<file path="config.mk">
export PLATFORM = sky130hd
export DESIGN_NAME = stack_seq
export DESIGN_NICKNAME = d
export VERILOG_FILES = /design/src/rtl/stack_seq_pkg.sv /design/src/rtl/stack_seq_wait_timer.sv /design/src/rtl/stack_seq.sv
export SDC_FILE = /design/constraint.sdc
export NUM_CORES = 1
export LEC_CHECK = 0
export ABC_AREA = 1
export CAP_MARGIN = 25
export CORE_MARGIN = 3
export CORE_UTILIZATION = 37
export CTS_BUF_LIST = sky130_fd_sc_hd__clkbuf_16
export CTS_CLUSTER_DIAMETER = 100
export DETAILED_ROUTE_END_ITERATION = 7
export PLACE_DENSITY_LB_ADDON = 0.08
export SYNTH_ARGS = -nofsm -noshare
export SYNTH_HDL_FRONTEND = slang
export SYNTH_SLANG_ARGS = --single-unit
</file>
<file path="constraint.sdc">
create_clock -name clk -period 1.9 [get_ports clk]
set_clock_uncertainty 0.2 [all_clocks]
set_input_delay 0.475 -clock clk [delete_from_list [all_inputs] [get_ports clk]]
set_output_delay 0.475 -clock clk [all_outputs]
set_load 0.03 [all_outputs]
</file>
<file path="src/rtl/stack_seq_pkg.sv">
// -----------------------------------------------------------------------------
// stack_seq_pkg
//   Shared encodings for the MSP430 stack sequencer:
//     - op_e    : operation codes presented on stack_seq.op (6-7 are reserved)
//     - msp_e   : select driven to the external SP-update mux
//     - state_e : sequencer states
//   Helper functions:
//     - seq_state()      : state to visit at a given step of an operation
//     - op_is_reserved() : true for the two unused op codes
//     - op_loads_pc()    : operations that end with a PC load strobe
// -----------------------------------------------------------------------------
package stack_seq_pkg;

   typedef enum logic [2:0] {
      OP_NOP  = 3'd0,
      OP_PUSH = 3'd1,
      OP_POP  = 3'd2,
      OP_CALL = 3'd3,
      OP_RETI = 3'd4,
      OP_IRQ  = 3'd5
   } op_e;

   typedef enum logic [1:0] {
      MSP_HOLD = 2'd0,
      MSP_DEC  = 2'd1,
      MSP_INC  = 2'd2
   } msp_e;

   typedef enum logic [2:0] {
      S_IDLE = 3'd0,
      S_DEC  = 3'd1,
      S_WR   = 3'd2,
      S_RD   = 3'd3,
      S_INC  = 3'd4,
      S_VEC  = 3'd5,
      S_FIN  = 3'd6
   } state_e;

   // The longest sequence (IRQ) has six steps, so three bits cover every step.
   localparam int STEP_W = 3;
   typedef logic [STEP_W-1:0] step_t;

   // Sequence tables. Every operation ends in FIN; NOP and the reserved
   // codes go straight there.
   function automatic state_e seq_state(input logic [2:0] op, input step_t step);
      state_e s;
      s = S_FIN;
      case (op)
         OP_PUSH, OP_CALL: begin
            case (step)
               3'd0:    s = S_DEC;
               3'd1:    s = S_WR;
               default: s = S_FIN;
            endcase
         end
         OP_POP: begin
            case (step)
               3'd0:    s = S_RD;
               3'd1:    s = S_INC;
               default: s = S_FIN;
            endcase
         end
         OP_RETI: begin
            case (step)
               3'd0:    s = S_RD;
               3'd1:    s = S_INC;
               3'd2:    s = S_RD;
               3'd3:    s = S_INC;
               default: s = S_FIN;
            endcase
         end
         OP_IRQ: begin
            case (step)
               3'd0:    s = S_DEC;
               3'd1:    s = S_WR;
               3'd2:    s = S_DEC;
               3'd3:    s = S_WR;
               3'd4:    s = S_VEC;
               default: s = S_FIN;
            endcase
         end
         default: s = S_FIN;
      endcase
      return s;
   endfunction

   function automatic logic op_is_reserved(input logic [2:0] op);
      return op > OP_IRQ;
   endfunction

   function automatic logic op_loads_pc(input logic [2:0] op);
      return (op == OP_CALL) || (op == OP_RETI) || (op == OP_IRQ);
   endfunction

endpackage

</file>
<file path="src/rtl/stack_seq_wait_timer.sv">
// -----------------------------------------------------------------------------
// stack_wait_timer
//   Counts consecutive memory-request cycles without an acknowledge and flags
//   the cycle in which the MAX_WAIT-th unacknowledged request is being made.
//   An ack in that same cycle wins over the timeout. MAX_WAIT = 0 disables it.
//
//   Ports:
//     clk       in   core clock
//     rst       in   synchronous, active-high reset
//     busy_i    in   sequencer is in a request state (WR/RD/VEC)
//     ack_i     in   memory acknowledge for the current request
//     expired_o out  current request has hit the wait limit without ack
// -----------------------------------------------------------------------------
module stack_wait_timer #(
   parameter int unsigned MAX_WAIT = 255
) (
   input  logic clk,
   input  logic rst,
   input  logic busy_i,
   input  logic ack_i,
   output logic expired_o
);

   // The counter only ever holds 0..MAX_WAIT-1; it clears instead of
   // reaching MAX_WAIT, so $clog2(MAX_WAIT) bits are enough.
   localparam int unsigned CW      = (MAX_WAIT < 2) ? 1 : $clog2(MAX_WAIT);
   localparam int unsigned LIMIT   = (MAX_WAIT == 0) ? 0 : MAX_WAIT - 1;
   localparam bit          ENABLED = (MAX_WAIT != 0);

   logic [CW-1:0] cnt_q;
   logic [CW-1:0] cnt_d;

   always_comb begin
      expired_o = ENABLED && busy_i && !ack_i && (cnt_q == CW'(LIMIT));
      // Leaving a request state, or completing one, restarts the count, so the
      // first cycle of every new transfer always sees zero.
      if (!busy_i || ack_i || expired_o || !ENABLED) begin
         cnt_d = '0;
      end else begin
         cnt_d = cnt_q + CW'(1);
      end
   end

   always_ff @(posedge clk) begin
      if (rst) begin
         cnt_q <= '0;
      end else begin
         cnt_q <= cnt_d;
      end
   end

endmodule

</file>
<file path="src/rtl/stack_seq.sv">
// -----------------------------------------------------------------------------
// stack_seq
//   Multi-cycle stack sequencer for the MSP430 core. Runs PUSH, POP, CALL,
//   RETI and interrupt entry as a sequence of single-purpose steps: each step
//   either drives the SP-update mux select (MSP, with sp_we) or performs one
//   16-bit memory transfer at the current stack pointer. The SP register and
//   its +/-2 mux live outside this block; sp_in is the live register value.
//
//   Ports:
//     clk, rst                  core clock, synchronous active-high reset
//     op_valid/op_ready/op      request handshake; op sampled at accept
//     push_data, call_target,
//     irq_vec, pc_in, sr_in     operands, sampled at accept
//     sp_in                     live SP value (not sampled)
//     MSP, sp_we                SP mux select / SP write enable
//     mem_req, mem_we,
//     mem_addr, mem_wdata       memory request (address always even)
//     mem_rdata, mem_ack        memory response; rdata valid with ack
//     pop_data                  last POP result, held until the next POP
//     pc_out/pc_we              new PC with one-cycle load strobe
//     sr_out/sr_we              new SR with one-cycle load strobe
//     done, err                 completion pulse; err flags reserved op/timeout
// -----------------------------------------------------------------------------
module stack_seq
   import stack_seq_pkg::*;
#(
   parameter int          DW       = 16,
   parameter int unsigned MAX_WAIT = 255
) (
   input  logic          clk,
   input  logic          rst,
   input  logic          op_valid,
   output logic          op_ready,
   input  logic [2:0]    op,
   input  logic [DW-1:0] push_data,
   input  logic [DW-1:0] call_target,
   input  logic [DW-1:0] irq_vec,
   input  logic [DW-1:0] pc_in,
   input  logic [DW-1:0] sr_in,
   input  logic [DW-1:0] sp_in,
   output logic [1:0]    MSP,
   output logic          sp_we,
   output logic          mem_req,
   output logic          mem_we,
   output logic [DW-1:0] mem_addr,
   output logic [DW-1:0] mem_wdata,
   input  logic [DW-1:0] mem_rdata,
   input  logic          mem_ack,
   output logic [DW-1:0] pop_data,
   output logic [DW-1:0] pc_out,
   output logic          pc_we,
   output logic [DW-1:0] sr_out,
   output logic          sr_we,
   output logic          done,
   output logic          err
);

   // Word alignment: clearing bit 0 makes an odd SP or vector behave as even.
   localparam logic [DW-1:0] ALIGN_MASK = ~DW'(1);

   state_e        state_q, state_d;
   step_t         step_q, step_d;
   step_t         next_step;
   logic          err_q, err_d;
   logic [DW-1:0] pop_data_q, pop_data_d;
   logic [DW-1:0] pc_out_q, pc_out_d;
   logic [DW-1:0] sr_out_q, sr_out_d;

   // Operands captured when a request is accepted.
   logic [2:0]    op_q;
   logic [DW-1:0] push_q;
   logic [DW-1:0] call_q;
   logic [DW-1:0] vec_q;
   logic [DW-1:0] pc_q;
   logic [DW-1:0] sr_q;

   logic          accept;
   logic          wait_busy;
   logic          wait_expired;
   logic [DW-1:0] wr_data;

   assign accept    = (state_q == S_IDLE) && op_valid;
   assign next_step = step_q + STEP_W'(1);

   // PUSH writes its operand; CALL and the first IRQ write save the PC; the
   // second IRQ write (step 3) saves the SR.
   assign wr_data = (op_q == OP_PUSH)                      ? push_q :
                    ((op_q == OP_IRQ) && (step_q == 3'd3)) ? sr_q   :
                                                             pc_q;

   stack_wait_timer #(
      .MAX_WAIT (MAX_WAIT)
   ) u_wait_timer (
      .clk       (clk),
      .rst       (rst),
      .busy_i    (wait_busy),
      .ack_i     (mem_ack),
      .expired_o (wait_expired)
   );

   // NOTE: every signal written here gets a default before the case statement,
   // so no path can leave one unassigned and infer a latch.
   always_comb begin
      state_d    = state_q;
      step_d     = step_q;
      err_d      = err_q;
      pop_data_d = pop_data_q;
      pc_out_d   = pc_out_q;
      sr_out_d   = sr_out_q;

      op_ready  = 1'b0;
      MSP       = MSP_HOLD;
      sp_we     = 1'b0;
      mem_req   = 1'b0;
      mem_we    = 1'b0;
      mem_addr  = '0;
      mem_wdata = '0;
      pc_we     = 1'b0;
      sr_we     = 1'b0;
      done      = 1'b0;
      err       = 1'b0;
      wait_busy = 1'b0;

      case (state_q)
         S_IDLE: begin
            op_ready = 1'b1;
            if (op_valid) begin
               step_d  = '0;
               err_d   = op_is_reserved(op);
               state_d = seq_state(op, '0);
            end
         end

         S_DEC: begin
            MSP     = MSP_DEC;
            sp_we   = 1'b1;
            step_d  = next_step;
            state_d = seq_state(op_q, next_step);
         end

         S_INC: begin
            MSP     = MSP_INC;
            sp_we   = 1'b1;
            step_d  = next_step;
            state_d = seq_state(op_q, next_step);
         end

         // SP is not written while a transfer is pending, so the address
         // taken from sp_in stays stable until the ack.
         S_WR: begin
            wait_busy = 1'b1;
            mem_req   = 1'b1;
            mem_we    = 1'b1;
            mem_addr  = sp_in & ALIGN_MASK;
            mem_wdata = wr_data;
            if (mem_ack) begin
               if (op_q == OP_CALL) begin
                  pc_out_d = call_q;
               end
               step_d  = next_step;
               state_d = seq_state(op_q, next_step);
            end else if (wait_expired) begin
               err_d   = 1'b1;
               state_d = S_FIN;
            end
         end

         S_RD: begin
            wait_busy = 1'b1;
            mem_req   = 1'b1;
            mem_addr  = sp_in & ALIGN_MASK;
            if (mem_ack) begin
               case (op_q)
                  OP_POP: pop_data_d = mem_rdata;
                  // RETI pops SR first (step 0), then PC (step 2).
                  OP_RETI: begin
                     if (step_q == 3'd0) begin
                        sr_out_d = mem_rdata;
                     end else begin
                        pc_out_d = mem_rdata;
                     end
                  end
                  default: ;
               endcase
               step_d  = next_step;
               state_d = seq_state(op_q, next_step);
            end else if (wait_expired) begin
               err_d   = 1'b1;
               state_d = S_FIN;
            end
         end

         S_VEC: begin
            wait_busy = 1'b1;
            mem_req   = 1'b1;
            mem_addr  = vec_q & ALIGN_MASK;
            if (mem_ack) begin
               pc_out_d = mem_rdata;
               step_d   = next_step;
               state_d  = seq_state(op_q, next_step);
            end else if (wait_expired) begin
               err_d   = 1'b1;
               state_d = S_FIN;
            end
         end

         // Load strobes are suppressed on error so a timed-out sequence never
         // hands a half-fetched PC or SR to the core.
         S_FIN: begin
            done    = 1'b1;
            err     = err_q;
            pc_we   = !err_q && op_loads_pc(op_q);
            sr_we   = !err_q && (op_q == OP_RETI);
            state_d = S_IDLE;
         end

         default: state_d = S_IDLE;
      endcase
   end

   // NOTE: sequential state uses non-blocking assignments so every register
   // samples pre-edge values regardless of statement order.
   always_ff @(posedge clk) begin
      if (rst) begin
         state_q    <= S_IDLE;
         step_q     <= '0;
         err_q      <= 1'b0;
         pop_data_q <= '0;
         pc_out_q   <= '0;
         sr_out_q   <= '0;
      end else begin
         state_q    <= state_d;
         step_q     <= step_d;
         err_q      <= err_d;
         pop_data_q <= pop_data_d;
         pc_out_q   <= pc_out_d;
         sr_out_q   <= sr_out_d;
      end
   end

   always_ff @(posedge clk) begin
      if (rst) begin
         op_q   <= OP_NOP;
         push_q <= '0;
         call_q <= '0;
         vec_q  <= '0;
         pc_q   <= '0;
         sr_q   <= '0;
      end else if (accept) begin
         op_q   <= op;
         push_q <= push_data;
         call_q <= call_target;
         vec_q  <= irq_vec;
         pc_q   <= pc_in;
         sr_q   <= sr_in;
      end
   end

   assign pop_data = pop_data_q;
   assign pc_out   = pc_out_q;
   assign sr_out   = sr_out_q;

endmodule

</file>
Yosys cells after proc, flatten, opt, wreduce, memory -nomap -nowiden
Cells that the tools add are included.

Flip-flop bits (word level): 146. Input bits: 119. Output and inout port bits: 90. Word-level logic and storage cells: 120.

Add/sub/neg operators: 2. Order comparisons: 1. Equal/unequal tests: 33. Multiplexer cells: 37. Reduce and logical (&&, ||, !) cells: 34.

Operators with widths (count): 16-bit two-way mux (9); 16-bit one-hot mux with 3 select lines (1); 16-bit one-hot mux with 2 select lines (1); 3-bit by 2-bit equality test with 1-bit output (second input constant) (9); 3-bit one-hot mux with 3 select lines (3); 3-bit equality test (second input constant) (8); 3-bit one-hot mux with 2 select lines (4); 2-bit != test (second input constant) (8); 3-bit two-way mux (5); 2-bit OR reduction (7); 3-bit by 1-bit equality test with 1-bit output (second input constant) (4); 3-bit one-hot mux with 4 select lines (1); 1-bit two-way mux (11); 3-bit zero test (3); 8-bit by 1-bit adder with 8-bit output (second input constant) (1); 8-bit equality test (second input constant) (1); 4-bit AND reduction (2); 7-bit AND reduction (1); 1-bit logical AND (6); 3-bit AND reduction (2); 3-bit nonzero test (2); 3-bit OR reduction (2); 1-bit logical OR (4); 2-bit by 1-bit != test with 1-bit output (second input constant) (2); 8 further kinds (10).

Logic depth before layout (Yosys ltp)
Depth in word-level cells: 8. Mapped depth: 13. Mapped depth without buffers: 13.

Hierarchy
Synthesis repeated with hierarchy kept, for this count alone.

Cells, all modules: 911. Area, all modules: 6429.9 um^2.

Modules (own cells, without submodules): stack_seq (times used 1, cells an instance 860, area each 6047.0 um^2); stack_wait_timer (times used 1, cells an instance 51, area each 382.9 um^2).

Worst setup path before layout
OpenSTA, ideal clock, no wires.

Path kind: reg-to-output. Start: reg state_q[1]. End: out pc_we. Arrival time: 2.216 ns. Setup slack: -0.991 ns. Stages on the path, launching flop included: 5. Buffers on the path: 0. Cell sequence: dfxtp_1 > inv_1 > nor3_1 > inv_1 > a211oi_1.

Word-level cells in the longest chain between the ends: 2.

RTL lines: from (decl) (RTL line stack_seq.sv:61) `state_e state_q, state_d;`; from (signal assigned) (RTL line stack_seq.sv:232) `state_q <= state_d;`; 3-bit equality test (RTL line stack_seq.sv:124) `case (state_q)`; 1-bit two-way mux (RTL line stack_seq.sv:124); to (decl) (RTL line stack_seq.sv:51) `output logic pc_we,`.

Every way passes these cells.

Worst setup path after layout
Start: reg step_q[1]. End: out mem_wdata[9].

Word-level cells in the longest chain between the ends: 5.

RTL lines: from (decl) (RTL line stack_seq.sv:62) `step_t step_q, step_d;`; from (signal assigned) (RTL line stack_seq.sv:233) `step_q <= step_d;`; 3-bit by 2-bit equality test with 1-bit output (RTL line stack_seq.sv:88) `((op_q == OP_IRQ) && (step_q == 3'd3)) ? sr_q :`; 1-bit logical AND (RTL line stack_seq.sv:88); 16-bit two-way mux (RTL line stack_seq.sv:88); 16-bit two-way mux (RTL line stack_seq.sv:87) `assign wr_data = (op_q == OP_PUSH) ? push_q :`; 16-bit two-way mux (RTL line stack_seq.sv:124); to (decl) (RTL line stack_seq.sv:46) `output logic [DW-1:0] mem_wdata,`.

Every way passes these cells.

==> impl_metrics.csv <==
group,metric,value,unit
status,outcome,"finished, violations left",
status,failed_checks,"setup timing",
route,dr.first_iter.drc_count,391,
setup_path,cp.required,1.22,ns
route,ant_nets,0,
logic_synthesis,ys_types,30,
pwr,total_power,17500,uW
finish,fin_area,12700,sq um
logic_synthesis,syn-num-nets,1017,
logic_synthesis,syn_area,6480,sq um
sta,whs,0.248,ns
finish,diodes,0,
floorplan,rows,47,
global_routing,grt_pass1_vias,6539,
setup_path,start_kind,"flip-flop",
sta,setup_viol_count_final,164,
global_routing,grt_pass1_wl,34100,microns
pwr,p_leak,0.00531,uW
route,vias,7266,
floorplan,initial_utilization,38.4,%
cts,clock_latency,0.43,ns
global_routing,grt-ovfl-total,0,
route,drc,0,
sta,period_share,133,%
sta,max_freq,0.396,GHz
sta,grt_setup_unrepaired,"yes",
job,maxCapViolations,0,
setup_path,crit_path_max_incr_delay,0.36,ns
placement,placed_cell_area,9240,sq um
route,wl_per_cell,18.4,microns
route,viasPerCell,5.05,
floorplan,io_pins,209,
placement,numPortBuffers,205,
route,drt_wl_total,26500,microns
cts,cts_tree,"done",
sta,drv_slew,0,
setup_path,critical_path.slowest_cell,"dfxtp_4",
placement,dp_slack,-0.249,ns
sta,hold_viol_final,0,
cts,cts.sinks,145,
setup_path,end_kind,"output pin",
sta,layout_setup_ws,-0.625,ns
global_routing,grt_max_degree,37,
global_routing,grt.total_usage,22.0,%
pwr,peakVddDrop,0.875,mV
cts,cts_buffers,17,
hold_path,hp-class,"flip-flop to flip-flop",
placement,hpwl,14000,microns
floorplan,die_x,138,microns
global_routing,antenna_found_initial,0,
floorplan,coreArea,16900,sq um
floorplan,die_area,19100,sq um
pwr,p_per_area,1380,nW/um^2
floorplan,dieHeight,138,microns
finish,nets,1335,
setup_path,path_cells,"ha_4 > ha_4 > nand2_8 > buf_12 > nand2_1 > o21ai_4 > o21ai_2 > inv_2 > buf_6",
logic_synthesis,synth-seq-cells,145,
logic_synthesis,synth.avg_cell_area,7.29,sq um
cts,cts_buffer_depth,2,
finish,synthToLayoutAreaGrowth,95.5,%
logic_synthesis,synth_seq_area_share,44.8,%
setup_path,cpMostUsedCell,"ha_4",
placement,routabilityCongestion,0.827,
cts,clk_pin_slew,0.06,ns
logic_synthesis,synth_cells,889,
route,firstDrtPassIters,4,
setup_path,crit_arrival,1.85,ns
finish,drive_gt1_share,44.6,%
sta,period_needed,2.52,ns
logic_synthesis,yosys_warnings,0,
cts,root_buffer,"clkbuf_16",
setup_path,path_class,"flip-flop to output pin",
cts,htree_levels,4,
setup_path,critPathMaxFanout,8,
==> cell usage in the layout (no fill, tap or decap), types with 25 or more instances in the layout <==
cell type	n
dlygate4sd2_1	37
nor2_1	50
buf_6	85
o21ai_1	32
o21ai_2	82
nand2_1	62
a21oi_1	58
dfxtp_1	138
inv_1	112
buf_4	51
clkbuf_16	32
a21oi_2	64
o21ai_0	44
clkdlybuf4s50_1	116
inv_2	27
o21ai_4	25
==> worst paths after layout <==
check                                start            to  slack [ns]  cells after the start
worst max-delay path             step_q[1]  mem_wdata[9]       -0.62                      9
worst min-delay path            pc_out[14]    pc_out[14]        0.25                      2
worst max register to register  state_q[2]      pc_q[14]       -0.35                     14
worst min register to register  pc_out[14]    pc_out[14]        0.25                      2
==> stage by stage <==
stage	setup TNS, ns	cells	utilization [%]
2_1_floorplan	-1.73	889	-
6_report	-47.13	1440	75.1
4_1_cts	-18.81	1390	64.3
3_3_place_gp	-11.60	1321	54.7
3_5_place_dp	-15.09	1321	54.7
5_1_grt	-56.60	1440	75.1
==> registers in the layout (all words and copies together) (netlist names) <==
| name | cells |
|---|---|
| push_q | 16 |
| pc_q | 16 |
| op_q | 3 |
| pop_data | 16 |
| sr_out | 16 |
| vec_q | 15 |
| sr_q | 16 |
| u_wait_timer.cnt_q | 8 |
| step_q | 3 |
| state_q | 3 |
| pc_out | 16 |
| err_q | 1 |
| call_q | 16 |
==> final cells by class <==
cell class                 count  area [sq um]
fill                        1248          4200
sequential                   145          2920
timing repair buffer         353          4110
clock buffer                  17           425
multi-input combinational    545          4180
tap                          220           275
clock inverter                15           190
inverter                     145           577
==> synth_stat cells (all sizes together) <==
| master | count | area share, % |
|---|---|---|
| a211oi | 20 | 3.4 |
| or3 | 1 | 0.097 |
| inv | 145 | 8.4 |
| nor3 | 8 | 0.79 |
| or2 | 1 | 0.097 |
| xor2 | 1 | 0.14 |
| nand3 | 12 | 1.2 |
| nand4 | 2 | 0.42 |
| o21ai | 183 | 14 |
| ha | 9 | 1.7 |
| nor3b | 1 | 0.12 |
| a21oi | 124 | 9.6 |
| dfxtp | 145 | 45 |
| nand2 | 107 | 6.3 |
| xnor2 | 1 | 0.14 |
| clkbuf | 28 | 1.6 |
| buf | 26 | 2.5 |
| conb | 1 | 0.058 |
| nor2 | 74 | 4.6 |
==> power by group <==
group	leakage (uW)	total (uW)	switching, uW	internal, uW
combinational	0.00381	9690	5220	4470
sequential	0.00119	4210	380	3830
clock	0.000312	3580	1390	2190
total	0.00531	17500	6990	10500
==> worst max-delay path, delay by kind of cell, from the launching register on <==
family	cells	cell delay, ns
simple gates	2	0.20
compound gates	2	0.23
buf+inv	3	0.33
fa+ha+maj	2	0.29
flops	1	0.36
==> routing by layer <==
| metal | track usage [%] | vias to the layer above | routed length, microns |
|---|---|---|---|
| li1 | - | 3548 | - |
| met1 | 28.4 | 3431 | 11100 |
| met2 | 35.8 | 242 | 13200 |
| met3 | 6.25 | 45 | 1560 |
| met4 | 6.86 | 0 | 693 |
| met5 | 0 | - | 0 |
==> cell families (layout without fill, tap and decap cells) <==
logic type,after synthesis,after routing,synth area share [%]
AO/OA/AOI/OAI,327,327,27.1
AND/OR/NAND/NOR,206,206,13.5
buffers and inverters,199,530,12.5
flip-flops,145,145,44.8
adder cells (fa/ha/maj),9,9,1.74
XOR/XNOR,2,2,0.270
other,1,1,0.0578
==> repair_timing <==
| item | in CTS | in global routing |
|---|---|---|
| pin swaps | 28 | 75 |
| buffers inserted | 31 | 34 |
| hold buffers | 0 | 0 |
| endpoints found under the setup margin | 94 | 177 |
| gates resized for setup | 221 | 392 |
| gates cloned | 10 | 22 |
Note: power is estimated with default switching activity, not from simulation.
==> variant (same flow settings) <==
`MAX_WAIT` is set to 255 in 2 places; all go to 510.
--- a/src/rtl/stack_seq_wait_timer.sv
+++ b/src/rtl/stack_seq_wait_timer.sv
@@ -12,7 +12,7 @@
 //     expired_o out  current request has hit the wait limit without ack
 // -----------------------------------------------------------------------------
 module stack_wait_timer #(
-   parameter int unsigned MAX_WAIT = 255
+   parameter int unsigned MAX_WAIT = 510
 ) (
    input  logic clk,
    input  logic rst,
--- a/src/rtl/stack_seq.sv
+++ b/src/rtl/stack_seq.sv
@@ -25,7 +25,7 @@
    import stack_seq_pkg::*;
 #(
    parameter int          DW       = 16,
-   parameter int unsigned MAX_WAIT = 255
+   parameter int unsigned MAX_WAIT = 510
 ) (
    input  logic          clk,
    input  logic          rst,
Function: no difference found for any inputs over 4 cycles, from zero or initial values and one cycle with rst high; that may be too few to reach the edited logic, so the function may still have changed.
==> variant against the original RTL <==
The run still ends with setup timing left; register-to-register slack improved by 0.03 ns; synthesized area decreased by 0.21%; cell count decreased by 0.90%; power decreased by 11%; sequential cell count increased by 1; via count about the same; worst setup slack got worse by 0.014 ns; design area decreased by 2.6%; wire length decreased by 1.6%; critical path type unchanged; largest power group unchanged; highest routed layer is now met5.
==> variant: results (changes against the original RTL) <==
outcome - finished, violations left
failing checks - setup timing
initial antenna violation count - 1 (+1)
Pleak - 5.07 nW (-4.6%)
delay-heaviest family, CP - buffers and inverters
ranking of synthesized cells by area - dfxtp_1 45%, o21ai_0 12%, a21oi_1 11%
layout cell share with drive strength beyond 1 - 42.6% (-2.0 points)
VDD IR-drop max - 0.000816 V (-6.7%)
WL final - 26100 um (-1.6%)
#MultiIn Comb - 548 (+0.55%)
multi-input combinational area share - 33.8% (+0.84 points)
Synthesized Nets - 1019 (+0.20%)
CP max stage cell - dfxtp_2
1st-iter DRT viols - 473 (+21%)
fill cell count - 1245 (-0.24%)
multi-input logic area - 0.00417 mm2 (-0.15%)
clock network area share - 4.82% (-0.041 points)
Signal buffers - 337 (-4.5%)
synth cell count leaders - 160 x o21ai_0, 146 x dfxtp_1, 142 x inv_1
WL/cell - 18.3 um (-0.74%)
first-pass GRT wire length - 34300 um (+0.61%)
DPL Wire Length - 14400 um (+2.4%)
nets@finish - 1321 (-1.0%)
Data buffer area share - 30.7% (-1.7 points)
Psw - 6.19 mW (-11%)
Total GRT Usage - 22.0% (-0.029 points)
drt pass-1 iters - 5 (+1)
Setup WS pre-CTS - -0.235 ns (+0.0141 ns)
Seq cells post-synth - 146 (+0.69%)
GP Congestion - 0.803 (-2.8%)
post-route worst setup slack - -0.639 ns (-0.0143 ns)
register area share after synthesis - 45.2% (+0.40 points)
setup_tns - -30.31 ns (+16.82 ns)
slew margin rel. - 35.9%
Critical Path Fanout Max - 11 (+3)
syn_area_per_cell - 7.25 um2 (-0.66%)
vias in the first global route - 6645 (+1.6%)
Distinct cells, synth - 34 (+13%)
crit-path max cell delay - 0.32 ns (-0.04 ns)
routed via count - 7262 (-0.055%)
largest net degree at the start of global routing - 64 (+73%)
final setup violation count - 149 (-9.1%)
clk slew on worst S/H paths - 0.06 ns (about the same)
Placement Cell Area - 0.00917 mm2 (-0.69%)
sequential share of cell area - 23.8% (+0.77 points)
-- variant: changes by cell type after synthesis, sizes merged, moves of 2 or more --
cell,unedited run,this run
a211oi,20,17
ha,9,7
buf,26,13
nor3,8,4
xor2,1,3
a21oi,124,139
o21ai,183,169
nand2,107,112
nand3,12,32
clkbuf,28,45
nor2,74,49
-- variant: worst paths after layout --
kind | start | endpoint | slack, ns | cells after the start
worst max-delay path | op_q[1] | mem_wdata[3] | -0.64 | 9
worst min-delay path | pc_out[8] | pc_out[8] | 0.24 | 2
worst max register to register | state_q[1] | pc_out[9] | -0.32 | 14
worst min register to register | pc_out[8] | pc_out[8] | 0.24 | 2
-- variant: layer usage --
layer	vias up	global-route usage (%)	routed length [um]
li1	3541	-	-
met1	3397	28.3	10900
met2	268	35.8	12900
met3	54	6.42	1590
met4	2	6.76	691
met5	-	0	9
-- variant: timing repair --
action,in CTS,in global routing
setup endpoints to repair,114,166
pin swaps,21,72
setup buffers,30,29
cloned,8,24
hold buffers,0,0
gates resized for setup,231,333
-- variant: power by group through the flow --
| stage | sequential (mW) | combinational, mW | clock, mW |
|---|---|---|---|
| 2_1_floorplan | 4.14 | 2.54 | 0 |
| 3_3_place_gp | 4.00 | 4.42 | 0 |
| 3_5_place_dp | 4.01 | 4.46 | 0 |
| 4_1_cts | 3.96 | 5.60 | 3.46 |
| 5_1_grt | 4.05 | 8.69 | 3.58 |
| 6_report | 4.00 | 8.21 | 3.41 |
-- variant: kinds of logic after synthesis --
group | synth area share (%)
compound gates | 27.3
buf+inv | 12.1
simple gates | 13.4
flops | 45.2
fa+ha+maj | 1.35
xor+xnor | 0.542
other cells | 0.0580
